<file path="src/rtl/mips_pkg.sv">
// Shared definitions for the MIPS multiply/divide datapath blocks.
// State encodings and default operand widths for the divider and the multiplier.
package mips_pkg;

   localparam int N_DIV = 16;
   localparam int N_MUL = N_DIV;

   localparam logic [1:0] S_IDLE = 2'd0;
   localparam logic [1:0] S_LOOP = 2'd1;
   localparam logic [1:0] S_DONE = 2'd2;

endpackage

</file>
<file path="src/rtl/divisor_passo.sv">
// One restoring-division step.
// Shifts the next dividend bit into the partial remainder and conditionally subtracts the divisor.
module divisor_passo
   import mips_pkg::*;
#(
   parameter int N = N_DIV
) (
   input  logic [N:0]   r,
   input  logic         q_msb,
   input  logic [N-1:0] d,
   output logic [N:0]   r_next,
   output logic         q_bit
);

   logic [N:0] r_sh;
   logic [N:0] trial;
   logic       ge;

   always_comb begin
      r_sh = {r[N-1:0], q_msb};
      // A set r[N] means the true shifted value exceeds 2^(N+1) > d, so the trial must succeed.
      ge = r[N] | (r_sh >= {1'b0, d});
      trial = r_sh - {1'b0, d};
      q_bit = ge;
      r_next = ge ? trial : r_sh;
   end

endmodule

</file>
<file path="src/rtl/divisor.sv">
// Sequential restoring divider: 2N-bit dividend / N-bit divisor, one quotient bit per clock.
// Handshake: St is sampled only while Idle=1; Done pulses for one cycle when results are valid.
module divisor
   import mips_pkg::*;
#(
   parameter int N = N_DIV
) (
   input  logic           Clk,
   input  logic           Rst,
   input  logic           St,
   input  logic [2*N-1:0] Dividendo,
   input  logic [N-1:0]   Divisor,
   output logic [N-1:0]   Quociente,
   output logic [N-1:0]   Resto,
   output logic           Idle,
   output logic           Done,
   output logic           Ovf
);

   localparam int CW = $clog2(N) + 1;

   logic [1:0]    state;
   logic [1:0]    state_next;
   logic [N:0]    r;
   logic [N-1:0]  q;
   logic [N-1:0]  d;
   logic [CW-1:0] cnt;
   logic [N:0]    r_next;
   logic          q_bit;
   logic          ovf_start;
   logic          last_iter;

   assign ovf_start = (Divisor == '0) || (Dividendo[2*N-1:N] >= Divisor);
   assign last_iter = (cnt == CW'(N - 1));

   divisor_passo #(.N(N)) u_passo (
      .r      (r),
      .q_msb  (q[N-1]),
      .d      (d),
      .r_next (r_next),
      .q_bit  (q_bit)
   );

   always_ff @(posedge Clk) begin
      if (Rst) state <= S_IDLE;
      else     state <= state_next;
   end

   always_comb begin
      state_next = state;
      case (state)
         S_IDLE:  if (St) state_next = ovf_start ? S_DONE : S_LOOP;
         S_LOOP:  if (last_iter) state_next = S_DONE;
         S_DONE:  state_next = S_IDLE;
         default: state_next = S_IDLE;
      endcase
   end

   always_comb begin
      Idle = (state == S_IDLE);
      Done = (state == S_DONE);
   end

   // The upper dividend half is preloaded into R; only the lower half shifts through Q.
   always_ff @(posedge Clk) begin
      if (Rst) begin
         Quociente <= '0;
         Resto     <= '0;
         Ovf       <= 1'b0;
         r         <= '0;
         q         <= '0;
         d         <= '0;
         cnt       <= '0;
      end else begin
         case (state)
            S_IDLE: begin
               if (St) begin
                  if (ovf_start) begin
                     Quociente <= '1;
                     Resto     <= '0;
                     Ovf       <= 1'b1;
                  end else begin
                     r   <= {1'b0, Dividendo[2*N-1:N]};
                     q   <= Dividendo[N-1:0];
                     d   <= Divisor;
                     cnt <= '0;
                     Ovf <= 1'b0;
                  end
               end
            end
            S_LOOP: begin
               r   <= r_next;
               q   <= {q[N-2:0], q_bit};
               cnt <= cnt + CW'(1);
               if (last_iter) begin
                  Quociente <= {q[N-2:0], q_bit};
                  Resto     <= r_next[N-1:0];
               end
            end
            default: ;
         endcase
      end
   end

endmodule

</file>
<file path="config.mk">
export PLATFORM = sky130hd
export DESIGN_NAME = divisor
export DESIGN_NICKNAME = d
export VERILOG_FILES = /design/src/rtl/mips_pkg.sv /design/src/rtl/divisor_passo.sv /design/src/rtl/divisor.sv
export SDC_FILE = /design/constraint.sdc
export NUM_CORES = 1
export LEC_CHECK = 0
export CORE_ASPECT_RATIO = 1.2
export CORE_MARGIN = 2
export CORE_UTILIZATION = 54
export DETAILED_ROUTE_END_ITERATION = 8
export GPL_TIMING_DRIVEN = 0
export PLACE_DENSITY = 0.85
export SYNTH_ARGS = -nofsm -noshare
export SYNTH_HDL_FRONTEND = slang
export SYNTH_SLANG_ARGS = --single-unit
</file>
<file path="constraint.sdc">
create_clock -name Clk -period 3.6 [get_ports Clk]
set_input_delay 0.72 -clock Clk [delete_from_list [all_inputs] [get_ports Clk]]
set_output_delay 0.72 -clock Clk [all_outputs]
set_load 0.02 [all_outputs]
</file>
==> results of run 1 <==
==> logic make-up (layout without fill, tap and decap cells) <==
group / after synthesis / after routing / share of synthesized area
fa+ha+maj: 35 / 35 / 0.0882
simple gates: 181 / 181 / 0.163
xor+xnor: 15 / 15 / 0.0260
buf+inv: 77 / 180 / 0.0686
flops: 89 / 89 / 0.353
compound gates: 146 / 146 / 0.246
mux: 28 / 28 / 0.0557
==> repair_timing <==
action | CTS | global route
gates resized for setup | 1 | 5
buffers inserted | 0 | 2
setup endpoints to repair | 10 | 17
gates cloned | 0 | 0
pin swaps | 0 | 4
==> how the worst min path moves through the flow <==
stage / startpoint / endpoint / slack (ns)
after floorplan: r[16] / r[16] / 0.44
after global placement: Resto[14] / Resto[14] / 0.44
after CTS: Resto[6] / Resto[6] / 0.47
after global routing: Resto[9] / Resto[9] / 0.48
after detailed placement: Resto[2] / Resto[2] / 0.45
final: Resto[8] / Resto[8] / 0.47
==> power breakdown <==
part	internal (uW)	switching (uW)
sequential	1090	81.9
clock	341	376
combinational	736	1020
total	2160	1480
==> per-layer routing <==
layer	up-vias	wire length [um]	global-route usage
li1	2251	-	-
met1	2175	5490	0.320
met2	161	6910	0.504
met3	45	857	0.0589
met4	0	638	0.175
met5	-	0	0
==> cell usage after synthesis, drive strengths merged, types with 15 or more instances <==
master / count / area share
ha: 34 / 0.084
o2bb2ai: 16 / 0.028
dfxtp: 89 / 0.35
inv: 45 / 0.033
mux2i: 27 / 0.053
a21oi: 25 / 0.025
clkbuf: 17 / 0.013
buf: 15 / 0.022
a311oi: 16 / 0.044
nor2: 82 / 0.063
nand2: 46 / 0.034
a211oi: 17 / 0.038
==> final cells by class <==
| cell class | instances | share of cell area |
|---|---|---|
| multi-input combinational | 405 | 0.468 |
| sequential | 89 | 0.283 |
| timing repair buffer | 87 | 0.137 |
| buffer | 32 | 0.0286 |
| inverter | 45 | 0.0268 |
| tap | 120 | 0.0238 |
| clock buffer | 10 | 0.0218 |
| clock inverter | 6 | 0.0107 |
==> registers in the layout, indices dropped and copies added (netlist names) <==
register   flops
Resto         16
state          2
d             16
Quociente     16
Ovf            1
r             17
q             16
cnt            5
==> worst max-delay path, cell delays in order <==
cell             delay (ns)
clkdlybuf4s50_1        0.51
inv_1                  0.06
ha_1                   0.31
nand4_1                0.21
or3_4                  0.45
o32ai_4                0.46
o21bai_2               0.14
nor3b_1                0.16
buf_2                  0.21
buf_6                  0.18
a22oi_1                0.21
o22ai_1                0.11
==> per-stage QoR <==
step,cell area [sq um],utilization,setup TNS [ns],hold slack (ns),total power [uW]
2_1_floorplan,5050,-,0,0.435,2450
3_3_place_gp,6050,0.667,-17.88,0.443,2850
3_5_place_dp,6050,0.667,-18.27,0.445,2890
4_1_cts,6270,0.690,0,0.471,3610
5_1_grt,6300,0.694,0,0.484,3870
6_report,6300,0.694,0,0.469,3650
==> metrics.csv, run 1 <==
stage,metric,value,unit
outcome,outcome,completed,
timing,Worst slew margin,0.432,
global_routing,GRT Total Usage,0.287,
clocking,CTS Hold Bufs,0,
power,LEAKAGE,0.00245,uW
cells_and_area,Multi-input gate area,2950,sq um
setup_path,crit path kind,in2reg,
global_routing,first-pass GRT wire length,22800,um
setup_path,R2R Setup Slk,0.50,ns
timing,Final setup viols,0,
route,drt wl/cell,17.5,um
clocking,clock sink count,89,
cells_and_area,Final Non-Filler Cells,794,
timing,RSZ-0062 raised after global routing,no,
logic_synthesis,Post-synth EDFFs,0,
clocking,Root Driver,clkbuf_8,
route,Initial DRC Count,234,
clocking,# H-tree levels,3,
floorplan,Die Y,110,um
timing,fmax,285,MHz
clocking,clock-pin slew on the worst setup and hold paths,0.09,ns
setup_path,reg2reg start,q[15],
clocking,TritonCTS buffer count,9,
timing,Layout Skew,0.0121,ns
setup_path,CP Data Required Time,3.83,ns
setup_path,RR Endpoint,r[12],
power,PwrDens,579,nW/um^2
clocking,CTS tree,built,
cells_and_area,fillcell total,727,
route,vias per cell,5.83,
timing,Tcrit/Tclk final,0.976,
cells_and_area,most frequent cells in the layout,"dfxtp_1, clkdlybuf4s50_1, nor2_1, inv_1, nand2_1",
logic_synthesis,syn_nets,657,
setup_path,crit path DAT,3.74,ns
logic_synthesis,Cells after Synth,571,
timing,Worst-Margin Slew,0.841,ns
timing,setup ws final,0.0879,ns
route,via count,4632,
global_routing,vias in the first global route,4733,
cells_and_area,ANT cells,0,
floorplan,Ports,86,
setup_path,reg2reg path depth,11,
global_routing,number of antenna violations at the first check in global routing,0,
global_routing,largest net degree at the start of global routing,16,
logic_synthesis,#FFs+latches synth,89,
setup_path,launch point of the worst path,Divisor[11],
worst_hold_path,Hold WC Path Type,reg2reg,
timing,Final Max Slew Viols,0,
placed_design,dpl cells,776,
timing,"Min Clock Period, post-route",3.51,ns
logic_synthesis,Syn Area/Cell,8.85,sq um
job,max-cap viol count,0,
route,number of detailed-route iterations in the first pass,5,
logic_synthesis,ys flop type,dfxtp_1,
logic_synthesis,Post-Syn Area,5050,sq um
cells_and_area,fraction of layout cells with a size suffix above 1,0.117,
route,Detailed Route WL,13900,um
floorplan,full die area,10100,sq um
floorplan,core area,9080,sq um
placed_design,# port buffers,85,
floorplan,Chip Width,92.3,um
setup_path,worst-path fanout max,10,
global_routing,GRT overflow,0,
route,DRT antenna net count,0,
floorplan,starting density of the core,0.556,
cells_and_area,FF/Latch Area,1780,sq um
cells_and_area,Layout Nets,755,
logic_synthesis,"FFs w/ async S/R, synth",0,
setup_path,Setup crit start kind,input pin,
logic_synthesis,Netlist cell types,63,
placed_design,routability cong.,0.952,
cells_and_area,synthesis-to-finish area growth,24.7,%
placed_design,setup slack after placement,-0.402,ns
cells_and_area,"commonest non-fill, non-tap cell in the layout",dfxtp_1,
power,VDD IR max,394,uV
logic_synthesis,sequential element share of the synthesized area,0.353,
logic_synthesis,Ys Warns,0,
placed_design,Post-DP HPWL,10500,um
floorplan,FP Rows,38,
setup_path,Critical Path End Type,register,
clocking,Clock Latency Late Sink,0.38,ns
worst_hold_path,Hold Path Depth,1,
clocking,Longest Clk Path Bufs,2,
setup_path,worst setup path endpoint,r[11],
route,number of remaining DRC errors,0,
timing,"Hold Vio Cnt, Final",0,
(Power assumes the default switching activity.)
==> inputs of run 2 (changes only) <==
--- a/config.mk
+++ b/config.mk
@@ -7,10 +7,10 @@
 export LEC_CHECK = 0
 export CORE_ASPECT_RATIO = 1.2
 export CORE_MARGIN = 2
-export CORE_UTILIZATION = 54
+export CORE_UTILIZATION = 45
 export DETAILED_ROUTE_END_ITERATION = 8
 export GPL_TIMING_DRIVEN = 0
-export PLACE_DENSITY = 0.85
+export PLACE_DENSITY = 0.73
 export SYNTH_ARGS = -nofsm -noshare
 export SYNTH_HDL_FRONTEND = slang
 export SYNTH_SLANG_ARGS = --single-unit
==> run 2 against run 1 <==
First-iteration DRC count is 2.1% lower. Power is 7.6% higher. Core utilization down 10 points. Die area grew 19%. Largest cell class unchanged. Largest power group unchanged.
==> metrics.csv, run 2 (same netlist as run 1, synthesis figures left out) <==
stage,metric,value,unit,change
placed_design,dpl cell area,6070,sq um,was 6050 sq um
placed_design,routability cong.,0.936,,was 0.952
clocking,# H-tree levels,3,,unchanged
clocking,Clock Latency Late Sink,0.34,ns,was 0.38 ns
setup_path,CP peak stage delay,0.49,ns,was 0.51 ns
clocking,Root Driver,clkbuf_16,,was clkbuf_8
floorplan,full die area,12100,sq um,"was 10,100 sq um"
cells_and_area,most frequent cells in the layout,"dfxtp_1, clkdlybuf4s50_1, nor2_1, inv_1, nand2_1",,unchanged
global_routing,first-pass GRT wire length,23100,um,"was 22,800 um"
route,vias per cell,5.71,,was 5.83
clocking,Longest Clk Path Bufs,2,,unchanged
global_routing,GRT Total Usage,0.245,,was 0.287
route,Initial DRC Count,229,,was 234
power,VDD IR max,278,uV,was 394 uV
cells_and_area,Largest register FFs,17,,unchanged
floorplan,Die Y,120,um,was 110 um
route,Detailed Route WL,14300,um,"was 13,900 um"
setup_path,Critical Path End Type,register,,unchanged
timing,Worst-Margin Slew,0.973,ns,was 0.841 ns
power,LEAKAGE,0.00255,uW,was 0.00245 uW
setup_path,slowest CP cell,clkdlybuf4s50_1,,unchanged
timing,Layout Skew,0.00975,ns,was 0.0121 ns
setup_path,Setup crit start kind,input pin,,unchanged
route,number of detailed-route iterations in the first pass,4,,was 5
setup_path,CP Data Required Time,3.79,ns,was 3.83 ns
timing,Final setup viols,0,,unchanged
setup_path,CP Depth,12,,unchanged
setup_path,worst path bufs/invs,4,,unchanged
global_routing,GRT overflow,0,,unchanged
route,DRT antenna net count,0,,unchanged
setup_path,worst-path fanout max,10,,unchanged
global_routing,largest net degree at the start of global routing,15,,was 16
clocking,clock sink count,89,,unchanged
cells_and_area,fraction of layout cells with a size suffix above 1,0.122,,was 0.117
clocking,TritonCTS buffer count,9,,unchanged
clocking,clock-pin slew on the worst setup and hold paths,0.06,ns,was 0.09 ns
job,max-cap viol count,0,,unchanged
global_routing,number of antenna violations at the first check in global routing,0,,unchanged
timing,fmax,285,MHz,about the same
cells_and_area,synthesis-to-finish area growth,28.4,%,was 24.7%
floorplan,Chip Width,101,um,was 92.3 um
cells_and_area,ANT cells,0,,unchanged
setup_path,crit path DAT,3.70,ns,was 3.74 ns
setup_path,reg2reg path depth,11,,unchanged
worst_hold_path,Hold WC Path Type,reg2reg,,unchanged
setup_path,Crit path max-delay family,compound AO/OA/AOI/OAI gates,,was buffers and inverters
timing,"Hold Vio Cnt, Final",0,,unchanged
global_routing,vias in the first global route,4778,,"was 4,733"
timing,RSZ-0062 raised after global routing,no,,unchanged
power,"Power, Total",3930,uW,was 3650 uW
cells_and_area,Post-Route Utilization,0.591,,was 0.694
floorplan,FP Rows,42,,was 38
setup_path,crit path kind,in2reg,,unchanged
cells_and_area,fin area,6490,sq um,was 6300 sq um
timing,setup ws final,0.0949,ns,was 0.0879 ns
floorplan,Ports,86,,unchanged
clocking,CTS tree,built,,unchanged
placed_design,Post-DP HPWL,10700,um,"was 10,500 um"
route,number of remaining DRC errors,0,,unchanged
cells_and_area,"commonest non-fill, non-tap cell in the layout",dfxtp_1,,unchanged
floorplan,starting density of the core,0.460,,was 0.556
cells_and_area,Biggest register,r,,unchanged
setup_path,crit path cell chain,"clkdlybuf4s50_1, inv_1, ha_1, nand2b_4, a2111oi_4, o32ai_4, buf_12, o41ai_4, nand2_2, buf_2, a22oi_1, o22ai_1",,"was clkdlybuf4s50_1, inv_1, ha_1, nand4_1, or3_4, o32ai_4, o21bai_2, nor3b_1, buf_2, buf_6, a22oi_1, o22ai_1"
timing,Final Max Slew Viols,0,,unchanged
floorplan,core area,11000,sq um,was 9080 sq um
cells_and_area,Layout Nets,759,,was 755
route,drt wl/cell,17.6,um,was 17.5 um
timing,Tcrit/Tclk final,0.974,,was 0.976
worst_hold_path,Hold Path Depth,1,,unchanged
timing,Worst slew margin,0.343,,was 0.432
power,PwrDens,605,nW/um^2,was 579 nW/um^2
timing,"Min Clock Period, post-route",3.51,ns,about the same
route,via count,4629,,"was 4,632"
placed_design,setup slack after placement,-0.618,ns,was -0.402 ns
placed_design,# port buffers,85,,unchanged
outcome,outcome,completed,,unchanged
[run 2: final timing paths]
kind,from,endpoint,slack [ns]
worst max-delay path,Dividendo[16],r[12],0.09
worst max register to register,q[15],r[12],0.44
worst min-delay path,Resto[12],Resto[12],0.46
worst min register to register,Resto[12],Resto[12],0.46
[run 2: final cells by class]
type	instances	area, sq um
fill	996	4500
tap	132	165
clock buffer	13	270
clock inverter	3	47.5
timing repair buffer	91	915
buffer	32	183
sequential	89	1780
inverter	45	169
multi-input combinational	405	2960
[run 2: routing by layer]
metal,wire length [um],GRT usage,share of wire
met5,0,0,0
met2,6990,0.421,0.49
met3,748,0.0629,0.052
met1,5900,0.275,0.41
met4,642,0.126,0.045
[run 2: metrics by stage]
stage / instances / hold WS [ns] / TNS (ns)
5_1_grt: 810 / 0.483 / 0
2_1_floorplan: 571 / 0.435 / 0
6_report: 810 / 0.460 / 0
3_5_place_dp: 788 / 0.447 / -33.68
3_3_place_gp: 788 / 0.443 / -22.49
4_1_cts: 808 / 0.464 / 0
[run 2: what timing repair did]
| item | 4_1_cts | 5_1_grt |
|---|---|---|
| setup endpoints to repair | 54 | 47 |
| buffers inserted | 4 | 2 |
| pin swaps | 3 | 3 |
| resized for setup | 2 | 9 |
| hold buffers | 0 | 0 |
[run 2: power by group]
group	internal (uW)	switching (uW)	total (uW)
combinational	743	1020	1760
clock	598	394	992
sequential	1090	82.8	1170
